==> src/rtl/key_expand.sv <==
`default_nettype none
// ============================================================================
//  Module      : key_expand_g
//  Description : AES key-schedule g word transform.
//                g(w) = SubWord(RotWord(w)) ^ {Rcon, 24'h0}
//                Rcon is chosen by round select and flag:
//                  sel 0 -> 01 (flag 0) or 02 (flag 1)
//                  sel 1..8 -> 04,08,10,20,40,80,1B,36
//  Ports       : word      - input word (w3 of the current key)
//                rnd_sel   - round select, 0..8
//                rcon_flag - picks 02 instead of 01 when rnd_sel == 0
//                g_out     - transformed word
//  Revision    : 1.0  initial release
// ============================================================================
module key_expand_g (
    input  logic [31:0] word,
    input  logic [3:0]  rnd_sel,
    input  logic        rcon_flag,
    output logic [31:0] g_out
);

    localparam logic [7:0] c_sbox [256] = '{
        8'h63, 8'h7c, 8'h77, 8'h7b, 8'hf2, 8'h6b, 8'h6f, 8'hc5, 8'h30, 8'h01, 8'h67, 8'h2b, 8'hfe, 8'hd7, 8'hab, 8'h76,
        8'hca, 8'h82, 8'hc9, 8'h7d, 8'hfa, 8'h59, 8'h47, 8'hf0, 8'had, 8'hd4, 8'ha2, 8'haf, 8'h9c, 8'ha4, 8'h72, 8'hc0,
        8'hb7, 8'hfd, 8'h93, 8'h26, 8'h36, 8'h3f, 8'hf7, 8'hcc, 8'h34, 8'ha5, 8'he5, 8'hf1, 8'h71, 8'hd8, 8'h31, 8'h15,
        8'h04, 8'hc7, 8'h23, 8'hc3, 8'h18, 8'h96, 8'h05, 8'h9a, 8'h07, 8'h12, 8'h80, 8'he2, 8'heb, 8'h27, 8'hb2, 8'h75,
        8'h09, 8'h83, 8'h2c, 8'h1a, 8'h1b, 8'h6e, 8'h5a, 8'ha0, 8'h52, 8'h3b, 8'hd6, 8'hb3, 8'h29, 8'he3, 8'h2f, 8'h84,
        8'h53, 8'hd1, 8'h00, 8'hed, 8'h20, 8'hfc, 8'hb1, 8'h5b, 8'h6a, 8'hcb, 8'hbe, 8'h39, 8'h4a, 8'h4c, 8'h58, 8'hcf,
        8'hd0, 8'hef, 8'haa, 8'hfb, 8'h43, 8'h4d, 8'h33, 8'h85, 8'h45, 8'hf9, 8'h02, 8'h7f, 8'h50, 8'h3c, 8'h9f, 8'ha8,
        8'h51, 8'ha3, 8'h40, 8'h8f, 8'h92, 8'h9d, 8'h38, 8'hf5, 8'hbc, 8'hb6, 8'hda, 8'h21, 8'h10, 8'hff, 8'hf3, 8'hd2,
        8'hcd, 8'h0c, 8'h13, 8'hec, 8'h5f, 8'h97, 8'h44, 8'h17, 8'hc4, 8'ha7, 8'h7e, 8'h3d, 8'h64, 8'h5d, 8'h19, 8'h73,
        8'h60, 8'h81, 8'h4f, 8'hdc, 8'h22, 8'h2a, 8'h90, 8'h88, 8'h46, 8'hee, 8'hb8, 8'h14, 8'hde, 8'h5e, 8'h0b, 8'hdb,
        8'he0, 8'h32, 8'h3a, 8'h0a, 8'h49, 8'h06, 8'h24, 8'h5c, 8'hc2, 8'hd3, 8'hac, 8'h62, 8'h91, 8'h95, 8'he4, 8'h79,
        8'he7, 8'hc8, 8'h37, 8'h6d, 8'h8d, 8'hd5, 8'h4e, 8'ha9, 8'h6c, 8'h56, 8'hf4, 8'hea, 8'h65, 8'h7a, 8'hae, 8'h08,
        8'hba, 8'h78, 8'h25, 8'h2e, 8'h1c, 8'ha6, 8'hb4, 8'hc6, 8'he8, 8'hdd, 8'h74, 8'h1f, 8'h4b, 8'hbd, 8'h8b, 8'h8a,
        8'h70, 8'h3e, 8'hb5, 8'h66, 8'h48, 8'h03, 8'hf6, 8'h0e, 8'h61, 8'h35, 8'h57, 8'hb9, 8'h86, 8'hc1, 8'h1d, 8'h9e,
        8'he1, 8'hf8, 8'h98, 8'h11, 8'h69, 8'hd9, 8'h8e, 8'h94, 8'h9b, 8'h1e, 8'h87, 8'he9, 8'hce, 8'h55, 8'h28, 8'hdf,
        8'h8c, 8'ha1, 8'h89, 8'h0d, 8'hbf, 8'he6, 8'h42, 8'h68, 8'h41, 8'h99, 8'h2d, 8'h0f, 8'hb0, 8'h54, 8'hbb, 8'h16
    };

    logic [7:0] w_rcon;

    always_comb begin
        w_rcon = 8'h00;
        case (rnd_sel)
            4'd0:    w_rcon = rcon_flag ? 8'h02 : 8'h01;
            4'd1:    w_rcon = 8'h04;
            4'd2:    w_rcon = 8'h08;
            4'd3:    w_rcon = 8'h10;
            4'd4:    w_rcon = 8'h20;
            4'd5:    w_rcon = 8'h40;
            4'd6:    w_rcon = 8'h80;
            4'd7:    w_rcon = 8'h1b;
            4'd8:    w_rcon = 8'h36;
            default: w_rcon = 8'h00;
        endcase
    end

    // RotWord moves byte 0 to the end, then each byte goes through the S-box.
    assign g_out = {c_sbox[word[23:16]] ^ w_rcon,
                    c_sbox[word[15:8]],
                    c_sbox[word[7:0]],
                    c_sbox[word[31:24]]};

endmodule

// ============================================================================
//  Module      : key_expand
//  Description : AES-128 key-schedule sequencer. Accepts a cipher key and
//                streams round keys 0..10 over valid/ready, one per cycle
//                when not stalled. Optional 11-entry round-key store with a
//                registered random-access read port.
//  Ports       : clk, rst             - clock, synchronous active-high reset
//                key_in/key_valid/key_ready - cipher key input handshake
//                rk_out/rk_idx/rk_valid/rk_ready/rk_last - round key stream
//                rd_idx/rd_key        - store read port (1-cycle latency)
//                store_valid          - all 11 keys present in the store
//  Revision    : 1.0  initial release
// ============================================================================
module key_expand #(
    parameter int STORE_EN = 1
) (
    input  logic         clk,
    input  logic         rst,
    input  logic [127:0] key_in,
    input  logic         key_valid,
    output logic         key_ready,
    output logic [127:0] rk_out,
    output logic [3:0]   rk_idx,
    output logic         rk_valid,
    input  logic         rk_ready,
    output logic         rk_last,
    input  logic [3:0]   rd_idx,
    output logic [127:0] rd_key,
    output logic         store_valid
);

    typedef enum logic [0:0] {
        ST_IDLE = 1'b0,
        ST_RUN  = 1'b1
    } state_t;

    state_t       r_state;
    logic         r_store_valid;

    logic         w_accept;
    logic         w_adv;
    logic [3:0]   w_rnd_sel;
    logic         w_rcon_flag;
    logic [31:0]  w_g;
    logic [127:0] w_next;
    logic [31:0]  w_w4, w_w5, w_w6, w_w7;
    logic         w_wr_en;
    logic [3:0]   w_wr_idx;
    logic [127:0] w_wr_data;

    assign w_accept = key_valid & key_ready;
    assign w_adv    = rk_valid & rk_ready;
    assign rk_last  = rk_valid & (rk_idx == 4'd10);

    // Key r = rk_idx+1 is being produced: r=1,2 share select 0 (flag picks
    // 01 vs 02); r>=3 uses select r-2, i.e. rk_idx-1.
    always_comb begin
        w_rcon_flag = (rk_idx == 4'd1);
        w_rnd_sel   = 4'd0;
        if (rk_idx >= 4'd2) begin
            w_rnd_sel = rk_idx - 4'd1;
        end
    end

    key_expand_g u_g (
        .word      (rk_out[31:0]),
        .rnd_sel   (w_rnd_sel),
        .rcon_flag (w_rcon_flag),
        .g_out     (w_g)
    );

    assign w_w4   = rk_out[127:96] ^ w_g;
    assign w_w5   = w_w4 ^ rk_out[95:64];
    assign w_w6   = w_w5 ^ rk_out[63:32];
    assign w_w7   = w_w6 ^ rk_out[31:0];
    assign w_next = {w_w4, w_w5, w_w6, w_w7};

    always_ff @(posedge clk) begin
        if (rst) begin
            r_state       <= ST_IDLE;
            key_ready     <= 1'b1;
            rk_valid      <= 1'b0;
            rk_idx        <= 4'd0;
            rk_out        <= '0;
            r_store_valid <= 1'b0;
        end else begin
            case (r_state)
                ST_IDLE: begin
                    if (w_accept) begin
                        rk_out        <= key_in;
                        rk_idx        <= 4'd0;
                        rk_valid      <= 1'b1;
                        key_ready     <= 1'b0;
                        r_store_valid <= 1'b0;
                        r_state       <= ST_RUN;
                    end
                end
                ST_RUN: begin
                    if (w_adv) begin
                        if (rk_idx == 4'd10) begin
                            rk_valid      <= 1'b0;
                            key_ready     <= 1'b1;
                            r_store_valid <= 1'b1;
                            r_state       <= ST_IDLE;
                        end else begin
                            rk_out <= w_next;
                            rk_idx <= rk_idx + 4'd1;
                        end
                    end
                end
                default: begin
                    r_state <= ST_IDLE;
                end
            endcase
        end
    end

    // Store write port mirrors the rk_out update: key 0 on accept, key r on
    // each non-final advance.
    assign w_wr_en   = w_accept | (w_adv & (rk_idx != 4'd10));
    assign w_wr_idx  = w_accept ? 4'd0 : (rk_idx + 4'd1);
    assign w_wr_data = w_accept ? key_in : w_next;

    generate
        if (STORE_EN != 0) begin : g_store
            logic [127:0] r_store [11];

            // Contents are intentionally not reset; store_valid qualifies them.
            always_ff @(posedge clk) begin
                if (w_wr_en && !rst) begin
                    r_store[w_wr_idx] <= w_wr_data;
                end
            end

            always_ff @(posedge clk) begin
                if (rst) begin
                    rd_key <= '0;
                end else if (rd_idx <= 4'd10) begin
                    rd_key <= r_store[rd_idx];
                end else begin
                    rd_key <= '0;
                end
            end

            assign store_valid = r_store_valid;
        end else begin : g_no_store
            assign rd_key      = '0;
            assign store_valid = 1'b0;
        end
    endgenerate

endmodule
`default_nettype wire

==> config.mk <==
export PLATFORM = sky130hd
export DESIGN_NAME = key_expand
export DESIGN_NICKNAME = d
export VERILOG_FILES = /design/src/rtl/key_expand.sv
export SDC_FILE = /design/constraint.sdc
export NUM_CORES = 2
export LEC_CHECK = 0
export CAP_MARGIN = 20
export CORE_UTILIZATION = 41
export DETAILED_ROUTE_END_ITERATION = 10
export MAX_ROUTING_LAYER = met4
export SYNTH_ARGS = -nofsm -noshare
export SYNTH_HDL_FRONTEND = slang
export SYNTH_SLANG_ARGS = --single-unit
export TNS_END_PERCENT = 10
==> constraint.sdc <==
create_clock -name clk -period 12.5 [get_ports clk]
set_input_delay 3.75 -clock clk [delete_from_list [all_inputs] [get_ports clk]]
set_output_delay 3.75 -clock clk [all_outputs]
set_load 0.01 [all_outputs]
After elaboration in Yosys (flattened, before gate mapping)
Memory sizes are Yosys's and may differ from the RTL's. A register that Yosys moved wholly into a read port is not among the register bits.
Cells that the tools add are included.
Word-level totals
  register bits after elaboration: 136
  bits in latches: 0
  memory bits (writable): 1408
  memory bits (read-only): 8192
  input bits: 136
  output and inout port bits: 264
  logic and storage cells: 91
  memories kept: 5
Cells by class
  $add $sub $neg: 2
  $mul: 0
  divide/modulo/power cells: 0
  order comparisons: 6
  eq/ne operators: 15
  shift-type cells: 0
  mux-type cells: 35
  bitwise logic cells: 16
  reduce and logical (&&, ||, !) cells: 6
Memories
  (name not given): depth 256, width 8, rd ports 1, clocked after Yosys merged registers in 0, write ports 0, RTL line 61  | c_sbox[word[15:8]],
  (name not given): depth 256, width 8, rd ports 1, clocked after Yosys merged registers in 0, write ports 0, RTL line 62  | c_sbox[word[7:0]],
  (name not given): depth 256, width 8, rd ports 1, clocked after Yosys merged registers in 0, write ports 0, RTL line 63  | c_sbox[word[31:24]]};
  (name not given): depth 256, width 8, rd ports 1, clocked after Yosys merged registers in 0, write ports 0, RTL line 60  | assign g_out = {c_sbox[word[23:16]] ^ w_rcon,
  g_store.r_store: depth 11, width 128, rd ports 1, clocked after Yosys merged registers in 1, write ports 1, RTL line 192  | logic [127:0] r_store [11];
Operators with widths (number)
  128-bit two-way mux: 4
  128-bit case mux with 2 select lines: 1
  32-bit bitwise XOR: 4
  8-bit case mux with 9 select lines: 1
  8-bit two-way mux: 8
  9-bit >= comparator, second input constant: 4
  8-bit NOT with 9-bit output: 4
  4-bit two-way mux: 5
  4-bit by 3-bit == test with 1-bit output, second input constant: 4
  1-bit two-way mux: 11
  4-bit by 1-bit == test with 1-bit output, second input constant: 2
  4-bit by 2-bit == test with 1-bit output, second input constant: 2
  4-bit == test, second input constant: 2
  4-bit case mux with 2 select lines: 1
  8-bit bitwise XOR: 1
  1-bit case mux with 2 select lines: 3
  3-bit AND reduction: 2
  4-bit by 1-bit adder with 4-bit output, second input constant: 1
  1-bit bitwise AND: 4
  4-bit by 2-bit >= comparator with 1-bit output, second input constant: 1
  4-bit <= comparator, second input constant: 1
  4-bit zero test: 1
  2-bit by 1-bit inequality test with 1-bit output, second input constant: 2
  2-bit inequality test, second input constant: 2
  other kinds (8): 9

Longest topological paths before layout
  word-level depth: 12
  mapped depth: 16
  gate-level depth less buffers: 12

Modules after synthesis
Synthesis repeated with hierarchy kept, for this count alone.
Unflattened totals
  cell total of the unflattened synthesis: 6031
  area, all modules: 79556.3 um^2
Modules (own cells, without submodules)
  key_expand: instances 1, cells each 3940, area an instance 65984.5 um^2, sequential area each 47565.6 um^2
  key_expand_g: instances 1, cells each 2091, area an instance 13571.8 um^2, sequential area each 0.0 um^2

Worst setup path before layout
Ideal clock, no wire load.
  path type: input-to-reg
  start point: input key_valid
  end point: memory g_store.r_store[0][0] (enable)
  data arrival time: 10.142 ns
  required time: 11.883 ns
  path slack: 1.741 ns
  stages on the path: 6
  path buffers: 3
  path through: and2_1 clkbuf_1 clkbuf_1 clkbuf_1 o21ai_0 nor2_1
Between the ends
  longest elaborated chain between the ends: 5
Ends and longest elaborated chain
  from (decl): RTL line 86  | input logic key_valid,
  1-bit bitwise AND *: RTL line 117  | assign w_accept = key_valid & key_ready;
  1-bit bitwise OR: RTL line 186  | assign w_wr_en = w_accept | (w_adv & (rk_idx != 4'd10));
  1-bit logical AND: RTL line 196  | if (w_wr_en && !rst) begin
  1-bit two-way mux: RTL line 196
  1-bit two-way mux (implied by the code): RTL line 197  | r_store[w_wr_idx] <= w_wr_data;
  to (decl): RTL line 192
Mark *: on every way between the ends. The rest lies on a longest branch, timed or not.

Worst setup path after layout
  start point: input key_valid
  end point: memory g_store.r_store[5][37] (data pin)
Between the ends
  longest elaborated chain between the ends: 2
Ends and longest elaborated chain
  1-bit bitwise AND: RTL line 117
  128-bit two-way mux: RTL line 188  | assign w_wr_data = w_accept ? key_in : w_next;
  named net w_wr_data[37]: RTL line 115  | logic [127:0] w_wr_data;
The timed path passes the listed nets, and every way through them passes these cells.

==> flow_summary_export.csv <==
group,metric,value,unit
hold_path,worstHoldStart,"rk_out[44]",
routing,vias,58500,
clocking,cts_setup_buffers,0,
routing,route.detailed.drc,0,
synth,synthesis.area,0.08146,mm^2
setup_path,cpMostUsedCell,"buf_4",
synth,yosysMostFrequentCell,"edfxtp_1",
die,die-height,447.7,um
synth,synthCells,6385,
sta,max_clock_freq,147.6,MHz
synth,synthDistinctLibCells,129,
setup_path,critPathArrivalTime,7.21,ns
routing,ant_nets,0,
die,die_width,447.7,um
run,drv_cap,0,
clocking,cts_root_buf,"clkbuf_16",
hold_path,hold_class,"flip-flop to flip-flop",
setup_path,reg2reg_to,"g_store.r_store[9][40]",
setup_path,max_stage_delay,0.85,ns
die,rows,163,
clocking,clkTransAtPathRegs,0.06,ns
synth,ys_warn_count,0,
power_and_ir_drop,p_sw,4.640,mW
synth,ys_seq_area_share,58.39,%
synth,synth_area_leaders,"edfxtp_1, mux4_2, dfxtp_1, a211oi_1, a21oi_1",
synth,yosysTopAreaCell,"edfxtp_1",
global_route,grt_max_degree,162,
hold_path,holdPathStages,2,
global_route,grt_overflow_total,0,
die,num_io_pins,400,
global_route,grtUsageTotal,29.75,%
synth,synth-seq-cells,1672,
place,post-dp-hpwl,188300,um
die,fp.coreArea,0.1974,mm^2
clocking,clk_path_buf_depth,3,
setup_path,path_cells,"clkdlybuf4s50_1, buf_4, and2_4, buf_4, buf_4, nand2_1, o21ai_1",
sta,fin_hold_ws,0.5165,ns
setup_path,reg2reg_from,"rk_out[0]",
setup_path,r2r_slack,6.10,ns
final_layout,fillers,17440,
setup_path,endpoint_kind,"flip-flop",
clocking,cts_resized,0,
die,die_area,0.2005,mm^2
synth,synth_top_area_share,51.90,%
power_and_ir_drop,clkPwrFrac,32.0,%
clocking,htreeDepth,4,
synth,synth_edf_count,1408,
synth,async_flop_share,0,%
routing,routedWlPerCell,31.58,um
routing,drtIter0Drc,7047,
sta,finalSetupTns,0,ns
power_and_ir_drop,cell_internal_pwr,10.44,mW
power_and_ir_drop,ir_drop,0.1545,mV
global_route,grt_pass1_wl,417800,um
clocking,numCtsBuffers,158,
sta,rsz0062_at_grt,"false",
setup_path,cp_slowest_cell,"buf_4",
routing,routed_via_density,6.254,
global_route,grt_pass1_vias,55370,
place,port_buffers,399,
setup_path,reg2reg_depth,15,
synth,syn_nets,6584,
clocking,insertion_delay,0.79,ns
sta,finalCriticalPeriod,6.777,ns
sta,finalHoldViolations,0,
setup_path,setup.worst_path.start_class,"primary input",
synth,synth-main-ff-cell,"edfxtp_1",
hold_path,min_to,"rk_out[44]",
synth,avgSynthCellArea,12.76,um^2
global_route,antenna_found_initial,9,
sta,fin_skew,0.03313,ns
synth,synth_common_cells,"edfxtp_1, nor2_1, a21oi_1",
power_and_ir_drop,p_leak,30.14,nW
routing,wl,295400,um
power_and_ir_drop,pwr-share-seq,45.0,%
power_and_ir_drop,pwr-share-comb,23.0,%
final_layout,layout-drive-gt1-share,13.29,%
sta,max_slew_margin,11.56,%
place,gp_congestion,0.9770,
sta,final-setup-viol-count,0,
clocking,cts_sinks,1672,
clocking,cts_tree,"yes",
routing,first_pass_iters,6,
status,outcome,"complete, no violations",
sta,slew_violations,0,
setup_path,cp.required,12.93,ns
clocking,cts_hold_buffers,0,
power_and_ir_drop,p_per_area,161.8,mW/mm^2
setup_path,crit_type,"primary input to flip-flop",
power_and_ir_drop,switching_share,30.77,%
sta,worstMarginPinSlew,1.327,ns
setup_path,cp_max_fo,75,
final_layout,layout.nets,6754,
die,initial_core_util,41.26,%
sta,finalCritPeriodShare,54.21,%
final_layout,syn2layout_area_growth,14.38,%
[flip-flops by register name, summed over array words and instances, names as in the netlist]
name             cells
rd_key             128
rk_idx               4
rk_valid             1
rk_out             128
g_store.r_store   1408
store_valid          1
r_state              1
key_ready            1
[power groups by stage]
stage | sequential (mW) | clock, mW | combinational, mW
2_1_floorplan | 6.85 | 0 | 1.87
3_3_place_gp | 6.91 | 0 | 3.29
3_5_place_dp | 6.91 | 0 | 3.34
4_1_cts | 6.80 | 4.88 | 3.36
5_1_grt | 6.80 | 5.09 | 3.60
6_report | 6.79 | 4.82 | 3.46
[layout make-up]
type / instances / area, um^2 / area share (%)
tap: 2640 / 3303 / 3.545
clock buffer: 226 / 4486 / 4.814
clock inverter: 69 / 714.4 / 0.7668
inverter: 53 / 198.9 / 0.2135
sequential: 1672 / 47610 / 51.09
multi-input combinational: 4079 / 31150 / 33.43
antenna: 24 / 60.06 / 0.06446
timing repair buffer: 591 / 5658 / 6.072
[placed cells by master, fill, tap and decap left out, types with 26 or more instances in the layout]
cell             synthesis  routed
a211oi_1               322     320
a21oi_1                435     434
a221oi_1                57      57
a22oi_1                 26      26
a311oi_1                64      64
a31oi_1                 74      74
and2_1                  37      36
and3_1                  29      28
buf_4                   36     165
clkbuf_1               318      46
clkbuf_16                0     163
clkdlybuf4s50_1          0     394
dfxtp_1                264     250
edfxtp_1              1408    1408
ha_1                    63      63
inv_1                   44      42
mux2i_1                194     194
mux4_2                 277     277
nand2_1                371     369
nand2b_1               119     119
nand3_1                101     100
nor2_1                 463     449
nor2b_1                224     224
nor3_1                 124     124
o211ai_1                52      52
o21ai_0                230     218
o311ai_0                39      39
o31ai_1                 29      29
or2_2                   30      30
or3_1                   34      34
xnor2_1                 95      95
xor2_1                  59      59
[per-stage QoR]
step / area, um^2 / total power [mW] / utilization, % / cells / worst slack (ns)
3_5_place_dp: 87790 / 10.26 / 44.47 / 9021 / 4.973
3_3_place_gp: 87680 / 10.20 / 44.41 / 9007 / 5.038
4_1_cts: 92990 / 15.03 / 47.10 / 9316 / 5.815
5_1_grt: 93170 / 15.49 / 47.19 / 9353 / 5.624
2_1_floorplan: 81460 / 8.715 / - / 6385 / 1.741
6_report: 93170 / 15.08 / 47.20 / 9354 / 5.723
[worst max-delay path: cells and delay by family]
| family | cells | cell delay, ns |
|---|---|---|
| simple gates | 2 | 0.54 |
| buf+inv | 4 | 2.14 |
| compound gates | 1 | 0.61 |
[cell families after synthesis]
kind of cell / synth area share [%]
AOI/OAI and AO/OA: 13.86
xor gates and xnor gates: 2.786
adders and majority gates: 0.9922
buffers and inverters: 3.560
DFF: 58.39
muxes: 10.28
and+or+nand+nor: 10.13
[worst max-delay path by stage]
| stage | from | endpoint | cells after the start | slack, ns |
|---|---|---|---|---|
| floorplan | key_valid | g_store.r_store[0][0] | 6 | 1.74 |
| global placement | rk_ready | g_store.r_store[8][31] | 7 | 5.04 |
| detailed placement | rk_ready | g_store.r_store[8][31] | 7 | 4.97 |
| CTS | rk_ready | g_store.r_store[8][36] | 7 | 5.81 |
| global route | key_valid | g_store.r_store[1][37] | 7 | 5.62 |
| finish | key_valid | g_store.r_store[5][37] | 7 | 5.72 |
[routing by layer]
metal	track usage (%)	part of all wire, %	wire (um)	vias up
li1	-	-	-	25110
met1	39.32	40	119500	29870
met2	44.17	45	134100	2949
met3	4.653	8.0	23710	569
met4	15.86	6.1	18060	0
met5	-	0	0	-
No activity file was read; power rests on OpenSTA's default activity.
